[src/rtl/adder_4bit.sv]
// adder_4bit: registered ripple-carry adder with carry-out, signed-overflow
// and zero flags. The result appears one clock after a valid operand pair.
// {cout, sum} is the full (WIDTH+1)-bit unsigned result.

module adder_4bit #(
    parameter int WIDTH = 4
) (
    input  logic             clk,
    input  logic             rst_n,
    input  logic             in_valid,
    input  logic [WIDTH-1:0] in1,
    input  logic [WIDTH-1:0] in2,
    input  logic             cin,
    output logic             out_valid,
    output logic [WIDTH-1:0] sum,
    output logic             cout,
    output logic             ovf,
    output logic             zero
);

    // Carry chain: carry[i] is the carry into bit i, carry[WIDTH] is cout.
    logic [WIDTH:0]   carry;
    logic [WIDTH-1:0] s_comb;
    logic             ovf_comb;
    logic             zero_comb;

    // Ripple-carry chain of WIDTH full adders, evaluated combinationally.
    always_comb begin
        // NOTE: every variable gets a default before the loop so no path
        // leaves it unassigned; that is what keeps this block latch-free.
        carry    = '0;
        s_comb   = '0;
        carry[0] = cin;
        for (int i = 0; i < WIDTH; i++) begin
            s_comb[i]    = in1[i] ^ in2[i] ^ carry[i];
            carry[i+1]   = (in1[i] & in2[i]) | (carry[i] & (in1[i] ^ in2[i]));
        end
    end

    // Signed overflow is the disagreement between the carries into and out
    // of the sign bit; zero looks only at the WIDTH-bit sum, never cout.
    assign ovf_comb  = carry[WIDTH] ^ carry[WIDTH-1];
    assign zero_comb = ~|s_comb;

    // Output register: load on valid, otherwise hold the result and drop
    // out_valid. Reset clears everything, including a result in flight.
    always_ff @(posedge clk or negedge rst_n) begin
        if (!rst_n) begin
            out_valid <= 1'b0;
            sum       <= '0;
            cout      <= 1'b0;
            ovf       <= 1'b0;
            zero      <= 1'b0;
        end else begin
            // NOTE: non-blocking assignments here so every register samples
            // the pre-edge values, independent of statement order.
            out_valid <= in_valid;
            if (in_valid) begin
                sum  <= s_comb;
                cout <= carry[WIDTH];
                ovf  <= ovf_comb;
                zero <= zero_comb;
            end
        end
    end

endmodule

[config.mk]
export PLATFORM = sky130hd
export DESIGN_NAME = adder_4bit
export DESIGN_NICKNAME = d
export VERILOG_FILES = /design/src/rtl/adder_4bit.sv
export SDC_FILE = /design/constraint.sdc
export NUM_CORES = 1
export LEC_CHECK = 0
export ABC_AREA = 1
export CAP_MARGIN = 30
export CORE_AREA = 4 4 41 43
export DETAILED_ROUTE_END_ITERATION = 8
export DIE_AREA = 0 0 45 47
export GPL_ROUTABILITY_DRIVEN = 0
export PLACE_DENSITY = 0.6
export SYNTH_ARGS = -nofsm -noshare
export SYNTH_HDL_FRONTEND = slang
export SYNTH_SLANG_ARGS = --single-unit
[constraint.sdc]
create_clock -name clk -period 0.8 [get_ports clk]
set_clock_uncertainty 0.05 [all_clocks]
set_input_delay 0.16 -clock clk [delete_from_list [all_inputs] [get_ports clk]]
set_output_delay 0.16 -clock clk [all_outputs]
set_load 0.02 [all_outputs]
* After elaboration in Yosys (flattened, before gate mapping)
Index checks and enable logic that the tools add are counted.
Word-level totals: register bits 8, latch bits 0, memory bits (writable) 0, memory bits (read-only) 0, input bits 12, memories 0
Operators by class: add/sub/neg operators 0, multipliers 0, divide/modulo/power cells 0, magnitude comparators 0, equality and inequality tests 0, shift-type cells 0, mux-type cells 0, bitwise gates (word level) 21, reductions and logical operators 2
Operators with widths (number):
- $xor 1x1->1 | 9
- $and 1x1->1 | 8
- $or 1x1->1 | 4
- $reduce_or 4->1 | 1
- $logic_not 1->1 | 1

* Logic depth before layout (Yosys ltp)
Gate-level depths: netlist of the first run.
depth after elaboration 10, gate-level depth with buffers 9, depth with buffers taken out 9

* Least setup slack after synthesis of the first run
OpenSTA, ideal clock, no wires.
kind in2reg, start input in1[0], end register zero, library setup time 117 ps, arrival 2027 ps, data required time 633 ps, path slack -1395 ps, stages on the path 9, buffers on the path 0, cells stage by stage fa_1 -> fa_1 -> fa_1 -> inv_1 -> fa_1 -> inv_1 -> nor2_1 -> nand3_1 -> nand2_1
On the way: longest elaborated chain between the ends 10, elaborated cells on any way between the ends 14
RTL lines:
- from (decl) | line 11 | input logic [WIDTH-1:0] in1,
- $xor 1x1->1 | line 35, 36
- $and 1x1->1 | line 36 | carry[i+1] = (in1[i] & in2[i]) | (carry[i] & (in1[i] ^ in2[i]));
- $or 1x1->1 | line 36
- $and 1x1->1 | line 36
- $or 1x1->1 | line 36
- $and 1x1->1 | line 36
- $or 1x1->1 | line 36
- $xor 1x1->1 | line 35 | s_comb[i] = in1[i] ^ in2[i] ^ carry[i];
- $reduce_or 4->1 (*) | line 43 | assign zero_comb = ~|s_comb;
- $logic_not 1->1 (*) | line 43
- to (signal assigned) | line 62 | zero <= zero_comb;
- to (decl) | line 18 | output logic zero
Mark *: on every way between the ends. The rest lies on a longest branch, timed or not. A chain may end at the register's enable or synchronous reset.

* Final worst setup path of the first run
start input cin, end register zero
On the way: longest elaborated chain between the ends 9, elaborated cells on any way between the ends 12
RTL lines:
- from (decl) | line 13 | input logic cin,
- $and 1x1->1 | line 36
- $or 1x1->1 | line 36
- $and 1x1->1 | line 36
- $or 1x1->1 | line 36
- $and 1x1->1 | line 36
- $or 1x1->1 | line 36
- $xor 1x1->1 | line 35
- $reduce_or 4->1 (*) | line 43
- $logic_not 1->1 (*) | line 43
Marked as above.

==> results of run 1 <==
## critical path, stage by stage
cell	delay, ns
buf_6	0.09
fa_2	0.38
fa_2	0.35
fa_2	0.36
inv_2	0.07
fa_1	0.42
inv_1	0.06
nor2_1	0.04
nand3_1	0.07
nand2_1	0.05
## final cells by class
type / instances / area, um2 / share of cell area
multi-input combinational: 27 / 189 / 0.254
sequential: 8 / 200 / 0.269
clock buffer: 3 / 22.5 / 0.0303
tap: 15 / 18.8 / 0.0253
timing repair buffer: 30 / 288 / 0.387
inverter: 6 / 25.0 / 0.0337
## repair_timing
action	4_1_cts	5_1_grt
setup buffers	2	2
resized for setup	62	4
pin swaps	11	2
endpoints found under the setup margin	15	15
## power by group
group	internal (mW)	switching, mW
Sequential	0.462	0.0361
Clock	0.171	0.123
Combinational	0.303	0.223
Total	0.935	0.383
## cell families after synthesis
group / count (synthesis)
adders and majority gates: 4
AOI/OAI and AO/OA: 2
and+or+nand+nor: 21
DFF: 8
buffers and inverters: 6
## metrics by stage
stage                     hold WS (ns)  power [mW]  TNS [ns]  cells
after floorplan                 -0.186       0.694     -6.00     41
after global placement           0.413       0.961    -12.34     82
after detailed placement         0.420       0.968    -12.51     82
after CTS                        0.167        1.32     -6.63     87
after global routing             0.161        1.43     -7.06     89
final                            0.175        1.32     -6.50     89
## flip-flops by register name, summed over array words and instances, names as in the netlist
register	cells
ovf	1
sum	4
zero	1
out_valid	1
cout	1
## worst paths after layout
check                         start   endpoint  slack [ns]  cells past startpoint
hold / removal                rst_n     sum[2]        0.17                      2
max in group asynchronous     rst_n     sum[3]        0.43                      2
hold reg to reg                 ovf        ovf        0.46                      2
setup / recovery                cin       zero       -1.17                     10
setup reg to reg             sum[2]     sum[2]       -0.08                      4
min in group clk           in_valid  out_valid        0.22                      2
## cell usage in the layout, fill, tap and decap left out
cell / count
buf_12: 1
buf_2: 2
buf_4: 10
buf_6: 9
clkbuf_4: 3
clkdlybuf4s50_1: 6
dfrtp_1: 8
dlygate4sd2_1: 1
dlymetal6s2s_1: 1
fa_1: 1
fa_2: 3
inv_1: 4
inv_2: 1
inv_4: 1
nand2_1: 16
nand2_2: 1
nand3_1: 2
nor2_1: 2
o21ai_2: 2
## synthesized netlist by cell type
cell type,instances
nand2_1,17
nand3_1,2
inv_2,1
o21ai_1,1
o21ai_2,1
dfrtp_1,8
fa_1,4
inv_1,5
nor2_1,2
## layer usage
layer | track usage | vias to the layer above
li1 | - | 190
met1 | 0.115 | 156
met2 | 0.155 | 18
met3 | 0.0115 | 4
met4 | 0.123 | 0
met5 | 0 | -
==> results by stage, run 1 <==
Yosys:
- The multiplexer share of the synthesized area is 0.
- The distinct cell type count of the synthesized netlist is 9.
- The post-synthesis xor/xnor area fraction is 0.
- During synthesis, Yosys emitted a total of 0 warnings.
- The combinational family with the most area after synthesis is simple AND/OR/NAND/NOR gates.
- Of the total synthesized cell area, the portion taken by full adders, half adders and majority gates is 0.201.
- The post-synthesis cell area is 398 um2.
- Synthesis handed over a netlist of 41 instances.
- The fraction of the mapped netlist area in compound gates was 0.0346.
- Of the synthesized area, sequential elements account for 0.503.
- Ranked by total cell area, the synthesized netlist is headed by dfrtp_1, fa_1, nand2_1.
- The post-synthesis simple-gate area fraction is 0.204.
- The number of nets in the synthesized netlist is 57.
- The number of synthesized register bits is 8.
- Summed over all instances, the cell type with the most area after synthesis is dfrtp_1.
- The share of synthesized area in the top cell type comes to 0.503.
- The post-synthesis area per instance is 9.70 um2.

Routing:
- The routed wire length on met3 is 62 um.
- The detailed-route wire length is 844 um.
- Signal routing reaches up to met4.
- The number of nets with antenna violations after routing is 0.
- The average vias per placed instance is 4.13.
- The number of iterations in the first detailed-routing pass is 2.
- After detailed routing, the average wire length per cell comes to 9.48 um.
- The violation count after the first detailed-route iteration is 2.
- Wire segments on met2 add up to 358 um in the final route.
- The total via count after detailed routing is 368.
- The met1 wire length is 381 um.
- After detailed routing, the number of remaining DRC violations is 0.

Timing:
- The final critical delay including setup and external delays is between 1.5 and 2 ns.
- The final number of setup-violating endpoints is 14.
- The number of pins with negative max-slew slack in the final report is 0.
- Derived from the worst setup path, the maximum achievable clock frequency is 509 MHz.
- Setup repair after global routing could not meet its margin everywhere.
- For the pin with the worst max-slew slack, the measured transition is 0.177 ns.
- Headroom to the max-slew limit came out at 0.882.
- The portion of the clock cycle consumed by the worst path in the final layout is 2.46.
- The number of failing hold endpoints at the final stage is 0.
- The final worst-path setup slack is -1.17 ns.

CTS:
- In this run the deepest clock path goes through 2 buffers.
- TritonCTS built the clock tree.
- CTS saw 8 sinks.
- The number of hold buffers added after CTS was 0.
- CTS built an H-tree with a depth of 1.
- The clock-pin slew reported for the worst setup and hold paths after clock tree synthesis is 0.05 ns.
- The clock buffer count from CTS is 3.
- The insertion delay of the later-clocked pin in the worst-skew pair is 0.24 ns.
- The cell at the root of the clock tree is clkbuf_4.

Floorplanning:
- The number of placed I/O pins is 20.
- The number of cell rows is 13.
- The total area inside the core boundary comes to around 1300 um2.
- The die covers 2120 um2.
- For this configuration, the core starts out at a cell density of 0.306.
- The width of the die is 45 um.
- The height of the chip is 47 um.

Critical path:
- The largest fanout on the critical path is 2.
- The element type at the critical path start is an input pin.
- Data on the critical path arrives at its endpoint at ~2 ns.
- The critical path capture point type is a flip-flop.
- The critical path is of the in -> reg type.
- For the worst setup path, the data required time is ~0.89 ns.

GRT:
- The number of antenna violations at the first check in global routing is 0.
- The number of global-route vias before repair is 359.
- The total overflow left after global routing is 0.
- The first global-routing pass estimated between 1000 and 1500 um of wire.
- Entering global routing, the biggest net connects 10 pins.
- The global-route total usage across every layer is 0.102.

Final layout:
- The area added between synthesis and finish is 86.8%.
- The finished cells cover 743 um2.
- Once layout is complete, the utilization of the core stands at 0.571.
- The total of fill cells in the finished design is 129.
- The number of antenna cells inserted is 0.
- The share of cells above drive strength 1 is 0.446.
- The number of nets at the end of the flow is 92.

Place:
- The count of input and output buffers is 19.
- The cell area after placement is 679 um2.
- Once detailed placement completed, the half-perimeter wirelength came to 701 um.
- The setup slack after placement is -1.84 ns.

Job:
- The number of maximum-capacitance constraint violations is 0.

Pwr:
- VDD sags by at most 0.864 mV.
- The power density relative to cell area is 1770 nW/um2.
- The leakage power is 0.393 nW.

Hold path:
- The worst hold path belongs to the class in -> async.

Status:
- The final reports fail on negative setup slack.
- The run finished, with violations left.
No activity file was read; power rests on OpenSTA's default activity.
==> inputs of run 2 (changes only) <==
--- a/config.mk
+++ b/config.mk
@@ -10,7 +10,6 @@
 export CORE_AREA = 4 4 41 43
 export DETAILED_ROUTE_END_ITERATION = 8
 export DIE_AREA = 0 0 45 47
-export GPL_ROUTABILITY_DRIVEN = 0
 export PLACE_DENSITY = 0.6
 export SYNTH_ARGS = -nofsm -noshare
 export SYNTH_HDL_FRONTEND = slang
==> results of run 2 <==
Final layout, timing and power as in run 1 (identical DEF).
==> inputs of run 3 (changes only) <==
--- a/config.mk
+++ b/config.mk
@@ -11,6 +11,7 @@
 export DETAILED_ROUTE_END_ITERATION = 8
 export DIE_AREA = 0 0 45 47
 export PLACE_DENSITY = 0.6
+export SLEW_MARGIN = 0
 export SYNTH_ARGS = -nofsm -noshare
 export SYNTH_HDL_FRONTEND = slang
 export SYNTH_SLANG_ARGS = --single-unit
==> results of run 3 <==
Final layout, timing and power as in run 1 (identical DEF).
